### src/rtl/grf_dumper_pkg.sv
// Shared types and constants for the general register file dumper.
// States, register count and index width of the default file.
package grf_dump_pkg;

    typedef enum logic [1:0] {
        IDLE,
        FETCH,
        SEND,
        DONE
    } grf_state_e;

    localparam int GRF_NREGS = 32;
    localparam int GRF_AW    = 5;

endpackage

### src/rtl/grf_dumper_if.sv
// Output beat stream of the dumper: one (index, value) per handshake.
// Master drives valid and payload, slave drives ready.
interface grf_dumper_if
    import grf_dump_pkg::*;
#(
    parameter int AW = GRF_AW,
    parameter int DW = 32
);

    logic          out_valid;
    logic          out_ready;
    logic [AW-1:0] out_idx;
    logic [DW-1:0] out_data;

    modport master (
        output out_valid,
        output out_idx,
        output out_data,
        input  out_ready
    );

    modport slave (
        input  out_valid,
        input  out_idx,
        input  out_data,
        output out_ready
    );

endinterface

### src/rtl/grf_dumper.sv
// Walks a spare register file read port low to high and streams
// each register as an (index, value) beat; pulses done at the end.
module grf_dumper
    import grf_dump_pkg::*;
#(
    parameter int NREGS     = GRF_NREGS,
    parameter int AW        = GRF_AW,
    parameter int DW        = 32,
    parameter bit SKIP_ZERO = 1'b1
) (
    input  logic          clk,
    input  logic          reset,
    input  logic          start,
    input  logic          only_nonzero,
    output logic [AW-1:0] rd_addr,
    input  logic [DW-1:0] rd_data,
    output logic          busy,
    output logic          done,
    grf_dumper_if.master  out_if
);

    grf_state_e    state_q, state_d;
    logic [AW-1:0] ptr_q, ptr_d;
    logic          nz_q, nz_d;
    logic [AW-1:0] idx_q, idx_d;
    logic [DW-1:0] data_q, data_d;
    logic          last;

    // Increment is suppressed on the last index so ptr never wraps.
    assign last = (ptr_q == AW'(NREGS - 1));

    always_comb begin
        state_d = state_q;
        ptr_d   = ptr_q;
        nz_d    = nz_q;
        idx_d   = idx_q;
        data_d  = data_q;
        unique case (state_q)
            IDLE: begin
                ptr_d = '0;
                if (start) begin
                    ptr_d   = SKIP_ZERO ? AW'(1) : '0;
                    nz_d    = only_nonzero;
                    state_d = FETCH;
                end
            end
            FETCH: begin
                if (nz_q && (rd_data == '0)) begin
                    if (last) state_d = DONE;
                    else      ptr_d   = ptr_q + AW'(1);
                end else begin
                    idx_d   = ptr_q;
                    data_d  = rd_data;
                    state_d = SEND;
                end
            end
            SEND: begin
                if (out_if.out_ready) begin
                    if (last) begin
                        state_d = DONE;
                    end else begin
                        ptr_d   = ptr_q + AW'(1);
                        state_d = FETCH;
                    end
                end
            end
            DONE: begin
                ptr_d   = '0;
                state_d = IDLE;
            end
            default: state_d = IDLE;
        endcase
    end

    always_ff @(posedge clk) begin
        if (reset) begin
            state_q <= IDLE;
            ptr_q   <= '0;
            nz_q    <= 1'b0;
            idx_q   <= '0;
            data_q  <= '0;
        end else begin
            state_q <= state_d;
            ptr_q   <= ptr_d;
            nz_q    <= nz_d;
            idx_q   <= idx_d;
            data_q  <= data_d;
        end
    end

    assign rd_addr          = ptr_q;
    assign busy             = (state_q != IDLE);
    assign done             = (state_q == DONE);
    assign out_if.out_valid = (state_q == SEND);
    assign out_if.out_idx   = idx_q;
    assign out_if.out_data  = data_q;

endmodule

### src/flat_wrapper.sv
// flat-port wrapper written by rule: the top's interface ports become plain ports
module grf_dumper_flat import grf_dump_pkg::*;
#(
    parameter int NREGS     = GRF_NREGS,
    parameter int AW        = GRF_AW,
    parameter int DW        = 32,
    parameter bit SKIP_ZERO = 1'b1
)
  (clk, reset, start, only_nonzero, rd_addr, rd_data, busy, done, out_if_out_valid, out_if_out_idx, out_if_out_data, out_if_out_ready);
  grf_dumper_if #(.AW(AW), .DW(DW)) out_if_i ();
  input  logic clk;
  input  logic reset;
  input  logic start;
  input  logic only_nonzero;
  output logic [AW-1:0] rd_addr;
  input  logic [DW-1:0] rd_data;
  output logic busy;
  output logic done;
  output wire logic [$bits(out_if_i.out_valid)-1:0] out_if_out_valid;
  output wire logic [$bits(out_if_i.out_idx)-1:0] out_if_out_idx;
  output wire logic [$bits(out_if_i.out_data)-1:0] out_if_out_data;
  input wire logic [$bits(out_if_i.out_ready)-1:0] out_if_out_ready;
  assign out_if_out_valid = out_if_i.out_valid;
  assign out_if_out_idx = out_if_i.out_idx;
  assign out_if_out_data = out_if_i.out_data;
  assign out_if_i.out_ready = out_if_out_ready;
  grf_dumper #(.NREGS(NREGS), .AW(AW), .DW(DW), .SKIP_ZERO(SKIP_ZERO)) u_core (.clk(clk), .reset(reset), .start(start), .only_nonzero(only_nonzero), .rd_addr(rd_addr), .rd_data(rd_data), .busy(busy), .done(done), .out_if(out_if_i));
endmodule
### config.mk
export PLATFORM = sky130hd
export DESIGN_NAME = grf_dumper_flat
export DESIGN_NICKNAME = d
export VERILOG_FILES = /design/src/rtl/grf_dumper_pkg.sv /design/src/rtl/grf_dumper_if.sv /design/src/rtl/grf_dumper.sv /design/src/flat_wrapper.sv
export SDC_FILE = /design/constraint.sdc
export NUM_CORES = 1
export LEC_CHECK = 0
export ABC_AREA = 1
export CORE_MARGIN = 4
export CORE_UTILIZATION = 45
export DETAILED_ROUTE_END_ITERATION = 6
export PLACE_DENSITY = 0.91
export SETUP_SLACK_MARGIN = 0.02
export SLEW_MARGIN = 40
export SYNTH_ARGS = -nofsm -noshare
export SYNTH_HDL_FRONTEND = slang
export SYNTH_SLANG_ARGS = --single-unit
### constraint.sdc
create_clock -name clk -period 2.85 [get_ports clk]
set_input_delay 0.4275 -clock clk [delete_from_list [all_inputs] [get_ports clk]]
set_output_delay 0.4275 -clock clk [all_outputs]
set_load 0.03 [all_outputs]
Word-level counts from Yosys, hierarchy flattened
Index checks and enable logic that the tools add are counted.
{"block": "word_totals", "ff_bits": 45, "latchBits": 0, "mem_bits_rw": 0, "romBits": 0, "input_bits": 37, "out_inout_bits": 45, "wordCells": 34, "n_memories": 0}
{"block": "op_classes", "n_addsub": 1, "multipliers": 0, "div_mod_pow": 0, "order_cmp": 0, "eq_ne": 8, "n_shift": 0, "mux": 11, "n_bitwise": 1, "n_reduce_logical": 8}
{"cell": "$logic_not 32->1", "count": 1}
{"cell": "$pmux 5 s4", "count": 1}
{"cell": "$mux 5", "count": 3}
{"cell": "$mux 2", "count": 5}
{"cell": "$pmux 2 s4", "count": 1}
{"cell": "$reduce_and 2->1", "count": 3}
{"cell": "$add 5x1->5 const B", "count": 1}
{"cell": "$eq 5x5->1 const B", "count": 1}
{"cell": "$eq 2x2->1 const B", "count": 2}
{"cell": "$ne 2x1->1 const B", "count": 2}
{"cell": "$ne 3x2->1 const B", "count": 1}
{"cell": "$reduce_and 3->1", "count": 1}
{"cell": "$eq 2x1->1 const B", "count": 1}
{"cell": "$logic_not 2->1", "count": 1}
{"cell": "$ne 2x2->1 const B", "count": 1}
{"cell": "$reduce_bool 2->1", "count": 1}
{"cell": "$logic_and 1x1->1", "count": 1}
{"cell": "$mux 1", "count": 1}
{"cell": "$not 1->1", "count": 1}

Longest topological paths before layout
Gate-level depths: netlist (run 1).
{"block": "logic_depth", "word_depth": 4, "depth_mapped": 12, "depth_no_buf": 11}

Worst setup path before layout (run 1)
No wires, ideal clock.
{"block": "synth_path", "path_kind": "reg2reg", "from": "reg u_core.ptr_q[0] (netlist: u_core.rd_addr[0])", "to": "reg u_core.ptr_q[0] (netlist: u_core.rd_addr[0])", "setup_ns": 0.117, "t_arrival_ns": 1.594, "t_required_ns": 2.733, "setup_slack_ns": 1.139, "stages_incl_launch_ff": 9, "path_buffers": 0, "period_less_slack_ns": 1.711, "cell_sequence": "dfxtp_1 ha_1 nand2_1 nor2_1 ha_1 a21oi_1 nand2_1 nand2_1 a21oi_1"}
{"block": "synth_between", "elab_chain_len": 4, "word_cells_on_any_way": 6, "classes_between": "add/sub: 1; eq/ne: 1; mux: 4"}
{"element": "start, declared", "line_no": "grf_dumper.sv:23", "rtl": "logic [AW-1:0] ptr_q, ptr_d;"}
{"element": "start signal, assigned", "line_no": "grf_dumper.sv:84", "rtl": "ptr_q <= ptr_d;"}
{"element": "$add 5x1->5 / $eq 5x5->1 (equally long branches)", "line_no": "grf_dumper.sv:50, grf_dumper.sv:62, grf_dumper.sv:30"}
{"element": "$mux 5 (*)", "line_no": "grf_dumper.sv:49, grf_dumper.sv:59"}
{"element": "$mux 5, on equally long branches", "line_no": "grf_dumper.sv:58, grf_dumper.sv:48"}
{"element": "$pmux 5 s4 (*)", "line_no": "grf_dumper.sv:38", "rtl": "unique case (state_q)"}
Mark *: on every way between the ends. The rest lies on a longest branch, timed or not. The select of a mux whose other input is x is not followed.
A chain may end at the register's enable or synchronous reset.

Worst setup path after layout (run 1)
{"block": "layout_path", "from": "reg u_core.state_q[1]", "to": "out busy"}
{"block": "layout_between", "elab_chain_len": 1}
{"element": "start, declared", "line_no": "grf_dumper.sv:22", "rtl": "grf_state_e state_q, state_d;"}
{"element": "start signal, assigned", "line_no": "grf_dumper.sv:83", "rtl": "state_q <= state_d;"}
{"element": "$reduce_bool 2->1", "line_no": "grf_dumper.sv:92", "rtl": "assign busy = (state_q != IDLE);"}
{"element": "end, declared", "line_no": "flat_wrapper.sv:17", "rtl": "output logic busy;"}
No other way between the ends.

==> results.ini, run 1 <==
[die]
core_area_um2=4090
die-area_um2=5460
die_w_um=73.9
fp-row-count=23
io_pins=82
start_util_pct=47.8
die_y_um=73.9

[timing]
worst_pin_slew_ps=620
max_freq_ghz=0.444
setup_viol=0
slew-limit-headroom_pct=58.6
drv_slew=0
min_period_ps=2250
grt_setup_unrepaired=false
fin_setup_tns_ps=0
finalCritPeriodShare_pct=79.1
skew_ps=5.80
hold_viol=0

[synthesis]
synth_edf_count=0
synth_cell_types=23
ys_ff_latch=45
synth_area_leader_cell=dfxtp_1
async_flop_share_pct=0
ys_seq_area_share_pct=46.2
syn-num-nets=314
ys_warn_count=0
synth_flop_cell=dfxtp_1
syn_area_per_cell_um2=7.23
synth_top_area_share_pct=46.2
synthCells=270
syn_area_um2=1950
ys_top_cells_by_area=dfxtp_1 (46%), nor2_1 (19%), o21ai_0 (9.7%), nand2_1 (5.2%), ha_1 (4.5%)

[route]
wl_met1_um=2170
wl_per_cell_um=13.0
highest_layer=met4
first_iter_violations=181
firstDrtPassIters=4
drt_wl_total_um=5220
final_antenna_net_count=0
dr_wl_met3_um=443
vias_per_cell=4.95
routed-wl-met2_um=2590
drc=0
dr_total_vias=1978

[power]
p_total_w=0.00303
p_leak_nw=1.13
ir_drop_mv=0.498
p_int_w=0.00174
pwr_density_cell_nw_per_um2=1050
sw_frac_of_total_pct=42.7
power_frac_clock_pct=16.1
pwr-share-seq_pct=32.0
p_switching_w=0.00129
comb_power_share_pct=51.9

[placement]
portBuffers=81
gp_congestion=0.847
hpwlAfterDp_um=3860

[clock_tree]
clock-sinks=45
cts_root_buf=clkbuf_8
clk_path_buf_depth=2
clkLatencyLatePin_ps=290
cts-buffers-inserted=5
clk_pin_slew_ps=80
ctsHtreeMaxLevel=2
cts_setup_buffers=0
tritoncts=built
cts-resized-gates=0
ctsHoldBuffers=0

[cells_and_area]
final_common_cell=nor2_1
layout_common_cells=nor2_1 (101), clkdlybuf4s50_1 (81), dfxtp_1 (45)
fin_nets=393
antenna_cells=0
postLayoutCoreUtil_pct=70.5
syn_to_final_growth_pct=47.5
drive_gt1_share_pct=3.71

[job]
drv_cap=0

[setup_path]
cp.required_ps=2420
cpMaxStageDelayCell=clkdlybuf4s50_1
path_cells=inv_1 -> ha_1 -> inv_1 -> clkdlybuf4s50_1
crit_arrival_ps=1830
end_kind=primary output
path_max_fanout=6
critPathMaxStageDelay_ps=690
crit_type=reg2out
crit_top_cell=inv_1
startpoint_type=flop

[global_routing]
globalRouteTotalUtil_pct=20.0
grt_pass1_vias=1824
grt_max_degree=42
grt_first_pass_wirelength_um=8450
grt_overflow=0
antenna_found_initial=0

[run_status]
status=finished, final reports clean

[hold_path]
hold_class=reg2reg

==> worst max-delay path, delay by kind of cell, from the launching register on <==
| kind | cells | cell delay, ps |
|---|---|---|
| flops | 1 | 420 |
| fa+ha+maj | 1 | 210 |
| buf+inv | 3 | 910 |
==> final cells by class <==
| class | instances | area [um^2] |
|---|---|---|
| clock buffers | 7 | 86.3 |
| flip-flops and latches | 45 | 901 |
| well taps | 50 | 62.6 |
| repair buffers | 83 | 826 |
| multi-input cells | 202 | 928 |
| clock inverters | 1 | 30.0 |
| fillers | 348 | 1210 |
| inverters | 12 | 45.0 |
==> state kept, by name, summed over array words and instances, names as in the netlist <==
register	cells
u_core.rd_addr	5
u_core.out_if.out_idx	5
u_core.out_if.out_data	32
u_core.state_q	2
u_core.nz_q	1
==> Yosys cell counts, types with 4 or more instances <==
cell type / instances
nor2_1: 101
clkbuf_1: 4
inv_1: 11
ha_1: 7
dfxtp_1: 45
nand3_1: 7
buf_6: 4
a21oi_1: 8
nand2_1: 27
o21ai_0: 38
==> logic make-up after synthesis <==
kind of cell,synth area share (%)
and+or+nand+nor,30.0
AOI/OAI and AO/OA,12.6
DFF,46.2
buffers and inverters,6.28
adders and majority gates,4.49
xor gates and xnor gates,0.449
==> layer usage <==
| layer | global-route usage, % | vias to the layer above |
|---|---|---|
| met5 | 0 | - |
| met4 | 5.23 | 0 |
| met3 | 5.47 | 2 |
| met1 | 26.0 | 881 |
| met2 | 32.7 | 78 |
| li1 | - | 1017 |
==> final timing paths <==
check / slack (ps) / cells after the start / start / endpoint
max: 600 / 4 / u_core.state_q[1]$_SDFFE_PP0P_ / busy
min: 460 / 2 / u_core.nz_q$_SDFFE_PP0P_ / u_core.nz_q$_SDFFE_PP0P_
max reg2reg: 980 / 8 / u_core.rd_addr[0]$_SDFFE_PP0P_ / u_core.rd_addr[0]$_SDFFE_PP0P_
min reg2reg: 460 / 2 / u_core.nz_q$_SDFFE_PP0P_ / u_core.nz_q$_SDFFE_PP0P_
==> stage by stage <==
stage | setup WS (ps) | std cells | hold slack (ps) | cell area [um^2]
6_report | 597 | 400 | 458 | 2880
5_1_grt | 482 | 400 | 493 | 2880
4_1_cts | 582 | 400 | 460 | 2880
3_5_place_dp | 459 | 392 | 446 | 2760
3_3_place_gp | 538 | 392 | 441 | 2760
2_1_floorplan | 1140 | 270 | 430 | 1950
==> power groups by stage <==
| stage | Clock, W | Combinational, W | Sequential [W] |
|---|---|---|---|
| global placement | 0 | 0.00153 | 0.000973 |
| global route | 0.000535 | 0.00171 | 0.000995 |
| floorplan | 0 | 0.000638 | 0.00136 |
| CTS | 0.000500 | 0.00158 | 0.000972 |
| finish | 0.000489 | 0.00157 | 0.000970 |
| detailed placement | 0 | 0.00157 | 0.000985 |
Power figures use the tool's default switching activity.
==> inputs of run 2 (changes only) <==
--- a/config.mk
+++ b/config.mk
@@ -7,9 +7,9 @@
 export LEC_CHECK = 0
 export ABC_AREA = 1
 export CORE_MARGIN = 4
-export CORE_UTILIZATION = 45
+export CORE_UTILIZATION = 42
 export DETAILED_ROUTE_END_ITERATION = 6
-export PLACE_DENSITY = 0.91
+export PLACE_DENSITY = 0.86
 export SETUP_SLACK_MARGIN = 0.02
 export SLEW_MARGIN = 40
 export SYNTH_ARGS = -nofsm -noshare
==> constraint.sdc (replaced) <==
create_clock -name clk -period 2.17 [get_ports clk]
set_input_delay 0.3255 -clock clk [delete_from_list [all_inputs] [get_ports clk]]
set_output_delay 0.3255 -clock clk [all_outputs]
set_load 0.03 [all_outputs]
==> run 2 against run 1 <==
  * Flip-flop and latch count unchanged
  * Count of clock-buffer cells in the layout down 1
  * Sequential share of layout area up 0.12 points
  * Power up 27%
  * Wire length down 4.0%
  * Worst setup slack worse by 460 ps
  * Sequential power up 31%
  * Combinational power up 31%
  * Global-route usage down 3.3 points
  * Core utilization down 5.5 points
  * Critical endpoint is now out_if_out_valid
  * Largest power group unchanged
==> results.ini, run 2 (synthesis gave the netlist of run 1 again) <==
[cells_and_area]
final_common_cell=nor2_1  ; unchanged
antenna_cells=0  ; unchanged
finalInstanceArea_um2=2870  ; was 2880 um^2
n_fill_cell=379  ; was 348
drive_gt1_share_pct=4.27  ; was 3.71%
largest_register_ffs=32  ; unchanged
fin_nets=394  ; was 393
fin_cells=403  ; was 400
syn_to_final_growth_pct=46.9  ; was 47.5%
layout_common_cells=nor2_1 (101), clkdlybuf4s50_1 (80), dfxtp_1 (45)  ; was nor2_1 (101), clkdlybuf4s50_1 (81), dfxtp_1 (45)

[placement]
hpwlAfterDp_um=3710  ; was 3860 um
post-place-cells=395  ; was 392
gp_congestion=0.825  ; was 0.847
portBuffers=81  ; unchanged
placed_cell_area_um2=2770  ; was 2760 um^2

[global_routing]
grt_overflow=0  ; unchanged
grt_util_met3_pct=5.91  ; was 5.47%
grt_util_met1_pct=21.0  ; was 26.0%
grt_max_degree=42  ; unchanged
use_met2_pct=26.9  ; was 32.7%
antenna_found_initial=0  ; unchanged
busiest_layer=met2  ; unchanged
globalRouteTotalUtil_pct=16.7  ; was 20.0%
grt_first_pass_wirelength_um=8050  ; was 8450 um
grt_pass1_vias=1794  ; was 1824

[setup_path]
r2r_cells=6  ; was 8
path_cells=inv_1 -> ha_1 -> clkdlybuf4s50_1  ; was inv_1 -> ha_1 -> inv_1 -> clkdlybuf4s50_1
startpoint_type=flop  ; unchanged
end_kind=primary output  ; unchanged
critPathMaxStageDelay_ps=680  ; was 690 ps
cp.required_ps=1840  ; was 2420 ps
cpMaxStageDelayCell=clkdlybuf4s50_1  ; unchanged
crit_arrival_ps=1710  ; was 1830 ps
path_delay_family=buffers and inverters  ; unchanged
crit_type=reg2out  ; unchanged
crit_cells=3  ; was 4
path_max_fanout=6  ; unchanged
critPathBufInv=2  ; was 3

[die]
core_area_um2=4410  ; was 4090 um^2
fp-row-count=24  ; was 23
io_pins=82  ; unchanged
die-area_um2=5800  ; was 5460 um^2
die_y_um=76.2  ; was 73.9 um
start_util_pct=44.2  ; was 47.8%
die_w_um=76.2  ; was 73.9 um

[timing]
setup_viol=0  ; unchanged
worst_pin_slew_ps=606  ; was 620 ps
min_period_ps=2030
finalCritPeriodShare_pct=93.6
max_freq_ghz=0.492
hold_ws_ps=477  ; was 458 ps
slew-limit-headroom_pct=59.6  ; was 58.6%
drv_slew=0  ; unchanged
grt_setup_unrepaired=false  ; unchanged
hold_viol=0  ; unchanged
skew_ps=2.08  ; was 5.80 ps

[power]
ir_drop_mv=0.543  ; was 0.498 mV
p_total_w=0.00386  ; was 0.00303 W
p_leak_nw=1.13  ; about the same
pwr_density_cell_nw_per_um2=1350  ; was 1050 nW/um^2

[clock_tree]
clkLatencyLatePin_ps=290  ; about the same
ctsHoldBuffers=0  ; unchanged
cts-buffers-inserted=5  ; unchanged
clk_path_buf_depth=2  ; unchanged
cts_root_buf=clkbuf_8  ; unchanged
clk_pin_slew_ps=80  ; about the same
tritoncts=built  ; unchanged
ctsHtreeMaxLevel=2  ; unchanged
clock-sinks=45  ; unchanged

[job]
drv_cap=0  ; unchanged

[hold_path]
hold_class=reg2reg  ; unchanged
min_path_cells=2  ; unchanged

[route]
drc=0  ; unchanged
drt_wl_total_um=5010  ; was 5220 um
wl_per_cell_um=12.4  ; was 13.0 um
final_antenna_net_count=0  ; unchanged
dr_total_vias=2007  ; was 1978
firstDrtPassIters=4  ; unchanged
first_iter_violations=90  ; was 181
vias_per_cell=4.98  ; was 4.95

[run_status]
status=finished, final reports clean  ; unchanged

-- run 2: cell types whose count changed in the layout (fill, tap and decap cells not counted) --
cell and change:
clkdlybuf4s50_1 -1, clkinv_2 +1, buf_4 +1, bufinv_16 -1, dlygate4sd2_1 +1, clkinv_4 +1
clkbuf_1 -1
-- run 2: timing repair --
action / CTS / global route
setup buffers: 0 / 0
gates resized for setup: 1 / 0
endpoints found under the setup margin: 1 / 0
-- run 2: final cells by class --
type                       count  area (um^2)  area share, %
clock buffer                   6         82.6           2.88
clock inverter                 2         13.8          0.480
inverter                      12         45.0           1.57
multi-input combinational    202          928           32.4
sequential                    45          901           31.4
tap                           52         65.1           2.27
timing repair buffer          84          832           29.0
-- run 2: where the power goes --
group          switching [W]  leakage, nW  internal, W  total [W]
clock network       0.000278       0.0512     0.000258   0.000536
logic                0.00125        0.710     0.000803    0.00206
registers           0.000162        0.371      0.00111    0.00127
-- run 2: routing by layer --
metal  share of wire [%]  vias up
met5                   0        -
li1                    -     1021
met3                 7.7        8
met1                  43      898
met4                 1.6        0
met2                  48       80
-- run 2: final timing paths --
kind | slack (ps) | end | from
worst min-delay path | 480 | u_core.nz_q$_SDFFE_PP0P_ | u_core.nz_q$_SDFFE_PP0P_
worst min register to register | 480 | u_core.nz_q$_SDFFE_PP0P_ | u_core.nz_q$_SDFFE_PP0P_
worst max-delay path | 140 | out_if_out_valid | u_core.state_q[0]$_SDFFE_PP0P_
worst max register to register | 370 | u_core.rd_addr[1]$_SDFFE_PP0P_ | u_core.state_q[0]$_SDFFE_PP0P_
-- run 2: worst min-delay path: stages (launching register included) --
cell,delay [ps]
dfxtp_1,310
inv_1,60
a21oi_1,60
-- run 2: per-stage QoR --
step	setup WS (ps)	setup TNS (ps)	util (%)
6_report	138	0	65.0
5_1_grt	45.4	0	65.0
4_1_cts	112	0	65.0
3_5_place_dp	-24.1	-84.1	62.8
3_3_place_gp	23.8	0	62.8
2_1_floorplan	459	0	-
==> inputs of run 3 (changes only) <==
--- a/config.mk
+++ b/config.mk
@@ -7,9 +7,9 @@
 export LEC_CHECK = 0
 export ABC_AREA = 1
 export CORE_MARGIN = 4
-export CORE_UTILIZATION = 42
+export CORE_UTILIZATION = 38
 export DETAILED_ROUTE_END_ITERATION = 6
-export PLACE_DENSITY = 0.86
+export PLACE_DENSITY = 0.83
 export SETUP_SLACK_MARGIN = 0.02
 export SLEW_MARGIN = 40
 export SYNTH_ARGS = -nofsm -noshare
==> constraint.sdc (replaced) <==
create_clock -name clk -period 1.6 [get_ports clk]
set_input_delay 0.24 -clock clk [delete_from_list [all_inputs] [get_ports clk]]
set_output_delay 0.24 -clock clk [all_outputs]
set_load 0.03 [all_outputs]
==> run 3 against run 2 <==
  * Via count rose by 6.3%
  * Critical path depth is 9 higher
  * Worst setup slack lost 120 ps
  * Critical endpoint is now u_core.out_if.out_data[2]$_SDFFE_PP0P_
  * Die area is 9.4% higher
  * Wire length rose by 21%
  * Highest routed layer unchanged
  * Global-route usage grew 0.57 points
  * Non-clock buffer count is 19 higher
  * Sequential share of layout area fell by 5.1 points
  * Sequential power up 39%
==> results.ini, run 3 (synthesis gave the netlist of run 1 again) <==
[timing]
setup_viol=0  ; unchanged
fin_setup_tns_ps=0  ; unchanged
slew-limit-headroom_pct=75.7  ; was 59.6%
drv_slew=0  ; unchanged
worst_pin_slew_ps=364  ; was 606 ps
grt_setup_unrepaired=true  ; was false
max_freq_ghz=0.633
finalCritPeriodShare_pct=98.7
skew_ps=2.93  ; was 2.08 ps
min_period_ps=1580
hold_viol=0  ; unchanged

[run_status]
status=finished, final reports clean  ; unchanged

[die]
core_area_um2=4850  ; was 4410 um^2
die_w_um=79.7  ; was 76.2 um
io_pins=82  ; unchanged
die-area_um2=6350  ; was 5800 um^2
die_y_um=79.7  ; was 76.2 um
start_util_pct=40.3  ; was 44.2%
fp-row-count=25  ; was 24

[placement]
placed_cell_area_um2=2910  ; was 2770 um^2
hpwlAfterDp_um=4010  ; was 3710 um
portBuffers=81  ; unchanged
gp_congestion=0.843  ; was 0.825

[cells_and_area]
layout.area.seq_um2=906  ; was 901 um^2
layout_common_cells=nor2_1 (80), dlymetal6s2s_1 (45), dfxtp_1 (41)  ; was nor2_1 (101), clkdlybuf4s50_1 (80), dfxtp_1 (45)
n_fill_cell=359  ; was 379
postLayoutCoreUtil_pct=71.0  ; was 65.0%
fin_nets=413  ; was 394
syn_to_final_growth_pct=76.3  ; was 46.9%
final_common_cell=nor2_1  ; unchanged
largest_register_ffs=32  ; unchanged
drive_gt1_share_pct=20.3  ; was 4.27%
multiInputGateArea_um2=1090  ; was 928 um^2
antenna_cells=0  ; unchanged
finalInstanceArea_um2=3440  ; was 2870 um^2

[clock_tree]
clk_path_buf_depth=2  ; unchanged
clk_pin_slew_ps=80  ; about the same
clkLatencyLatePin_ps=290  ; about the same
clock-sinks=45  ; unchanged
cts_root_buf=clkbuf_8  ; unchanged
ctsHtreeMaxLevel=2  ; unchanged
cts-buffers-inserted=5  ; unchanged
tritoncts=built  ; unchanged
ctsHoldBuffers=0  ; unchanged

[setup_path]
cpMaxStageDelayCell=clkdlybuf4s50_1  ; unchanged
r2r_start=u_core.nz_q$_SDFFE_PP0P_  ; was u_core.state_q[0]$_SDFFE_PP0P_
path_cells=clkdlybuf4s50_1 -> nor2_1 -> nand2_1 -> nor2_1 -> nand2_1 -> nor2_2 -> nand2_2 -> nand2_8 -> inv_8 -> clkbuf_16 -> nor2_1 -> nor2_1  ; was inv_1 -> ha_1 -> clkdlybuf4s50_1
end_kind=flop  ; was primary output
r2r_cells=12  ; was 6
startpoint_type=primary input  ; was flop
crit_type=in2reg  ; was reg2out
rrSetupSlack_ps=50  ; was 370 ps
path_delay_family=simple AND/OR/NAND/NOR gates  ; was buffers and inverters
crit_arrival_ps=1770  ; was 1710 ps
path_max_fanout=6  ; unchanged
crit_top_cell=nor2_1
reg2reg_to=u_core.out_if.out_data[2]$_SDFFE_PP0P_  ; was u_core.rd_addr[1]$_SDFFE_PP0P_
critPathMaxStageDelay_ps=420  ; was 680 ps
cp.required_ps=1790  ; was 1840 ps
critPathBufInv=3  ; was 2

[power]
p_leak_nw=1.96  ; was 1.13 nW
pwr_density_cell_nw_per_um2=1770  ; was 1350 nW/um^2
ir_drop_mv=1.06  ; was 0.543 mV
p_total_w=0.00610  ; was 0.00386 W

[hold_path]
hold_class=in2reg  ; was reg2reg
worstHoldEndpoint=u_core.out_if.out_data[20]$_SDFFE_PP0P_  ; was u_core.nz_q$_SDFFE_PP0P_
min-delay-start=rd_data[20]  ; was u_core.nz_q$_SDFFE_PP0P_
min_path_cells=3  ; was 2

[job]
drv_cap=0  ; unchanged

[global_routing]
grt_pass1_vias=1978  ; was 1794
globalRouteTotalUtil_pct=17.3  ; was 16.7%
grt_overflow=0  ; unchanged
grt_first_pass_wirelength_um=8790  ; was 8050 um
antenna_found_initial=0  ; unchanged
grt_max_degree=27  ; was 42

[route]
drt_wl_total_um=6040  ; was 5010 um
dr_total_vias=2134  ; was 2007
final_antenna_net_count=0  ; unchanged
vias_per_cell=4.89  ; was 4.98
first_iter_violations=114  ; was 90
drc=0  ; unchanged
firstDrtPassIters=4  ; unchanged
wl_per_cell_um=13.8  ; was 12.4 um

-- run 3: cell types whose count changed in the layout (fill, tap and decap cells not counted), sizes merged --
cell,previous run,this run
buf,3,20
dlygate4sd2,1,6
dlymetal6s2s,0,45
clkdlybuf4s50,80,28
clkbuf,6,11
clkinv,2,0
-- run 3: worst reg2reg max path, cell delays in order (launching register included) --
cell	delay, ps
dfxtp_2	330
inv_2	40
nor2_2	60
nand2_1	50
nor2_1	120
nand2_1	90
nor2_2	150
nand2_2	100
nand2_8	140
inv_8	70
clkbuf_16	170
nor2_1	90
nor2_1	50
-- run 3: repair_timing --
action,in CTS,in global routing
gates cloned,0,5
pin swaps,0,20
endpoints found under the setup margin,23,69
resized for setup,12,96
buffers inserted,0,3
-- run 3: how the worst max path moves through the flow --
stage,start,slack [ps],depth (start not counted),endpoint
after floorplan,u_core.rd_addr[0]$_SDFFE_PP0P_,80,8,u_core.rd_addr[2]$_SDFFE_PP0P_
after global placement,rd_data[0],-260,11,u_core.rd_addr[2]$_SDFFE_PP0P_
after detailed placement,rd_data[0],-320,10,u_core.out_if.out_data[17]$_SDFFE_PP0P_
after CTS,rd_data[0],3,11,u_core.out_if.out_data[5]$_SDFFE_PP0P_
after global routing,rd_data[18],-60,12,u_core.out_if.out_data[13]$_SDFFE_PP0P_
final,rd_data[16],20,12,u_core.out_if.out_data[2]$_SDFFE_PP0P_
-- run 3: layout make-up --
class	instances	share of cell area (%)
Clock buffer	7	2.51
Sequential cell	45	26.3
Tap cell	67	2.44
Multi-Input combinational cell	202	31.8
Inverter	12	1.53
Timing Repair Buffer	103	35.4
-- run 3: per-layer routing --
layer	global-route usage, %	vias up	wire [um]
met4	5.50	0	134
li1	-	1056	-
met5	0	-	0
met2	30.6	84	3020
met1	20.2	978	2540
met3	4.51	16	343
-- run 3: metrics by stage --
step | cells | hold WS, ps | setup slack, ps
finish | 436 | 241 | 20.8
global route | 436 | 263 | -58.4
detailed placement | 421 | 470 | -323
global placement | 421 | 462 | -261
CTS | 428 | 483 | 3.43
floorplan | 270 | 302 | 80.0
-- run 3: report_power, final --
| part | internal, W | switching, W |
|---|---|---|
| registers | 0.00151 | 0.000250 |
| logic | 0.00163 | 0.00202 |
| clock network | 0.000343 | 0.000357 |
| total | 0.00348 | 0.00262 |
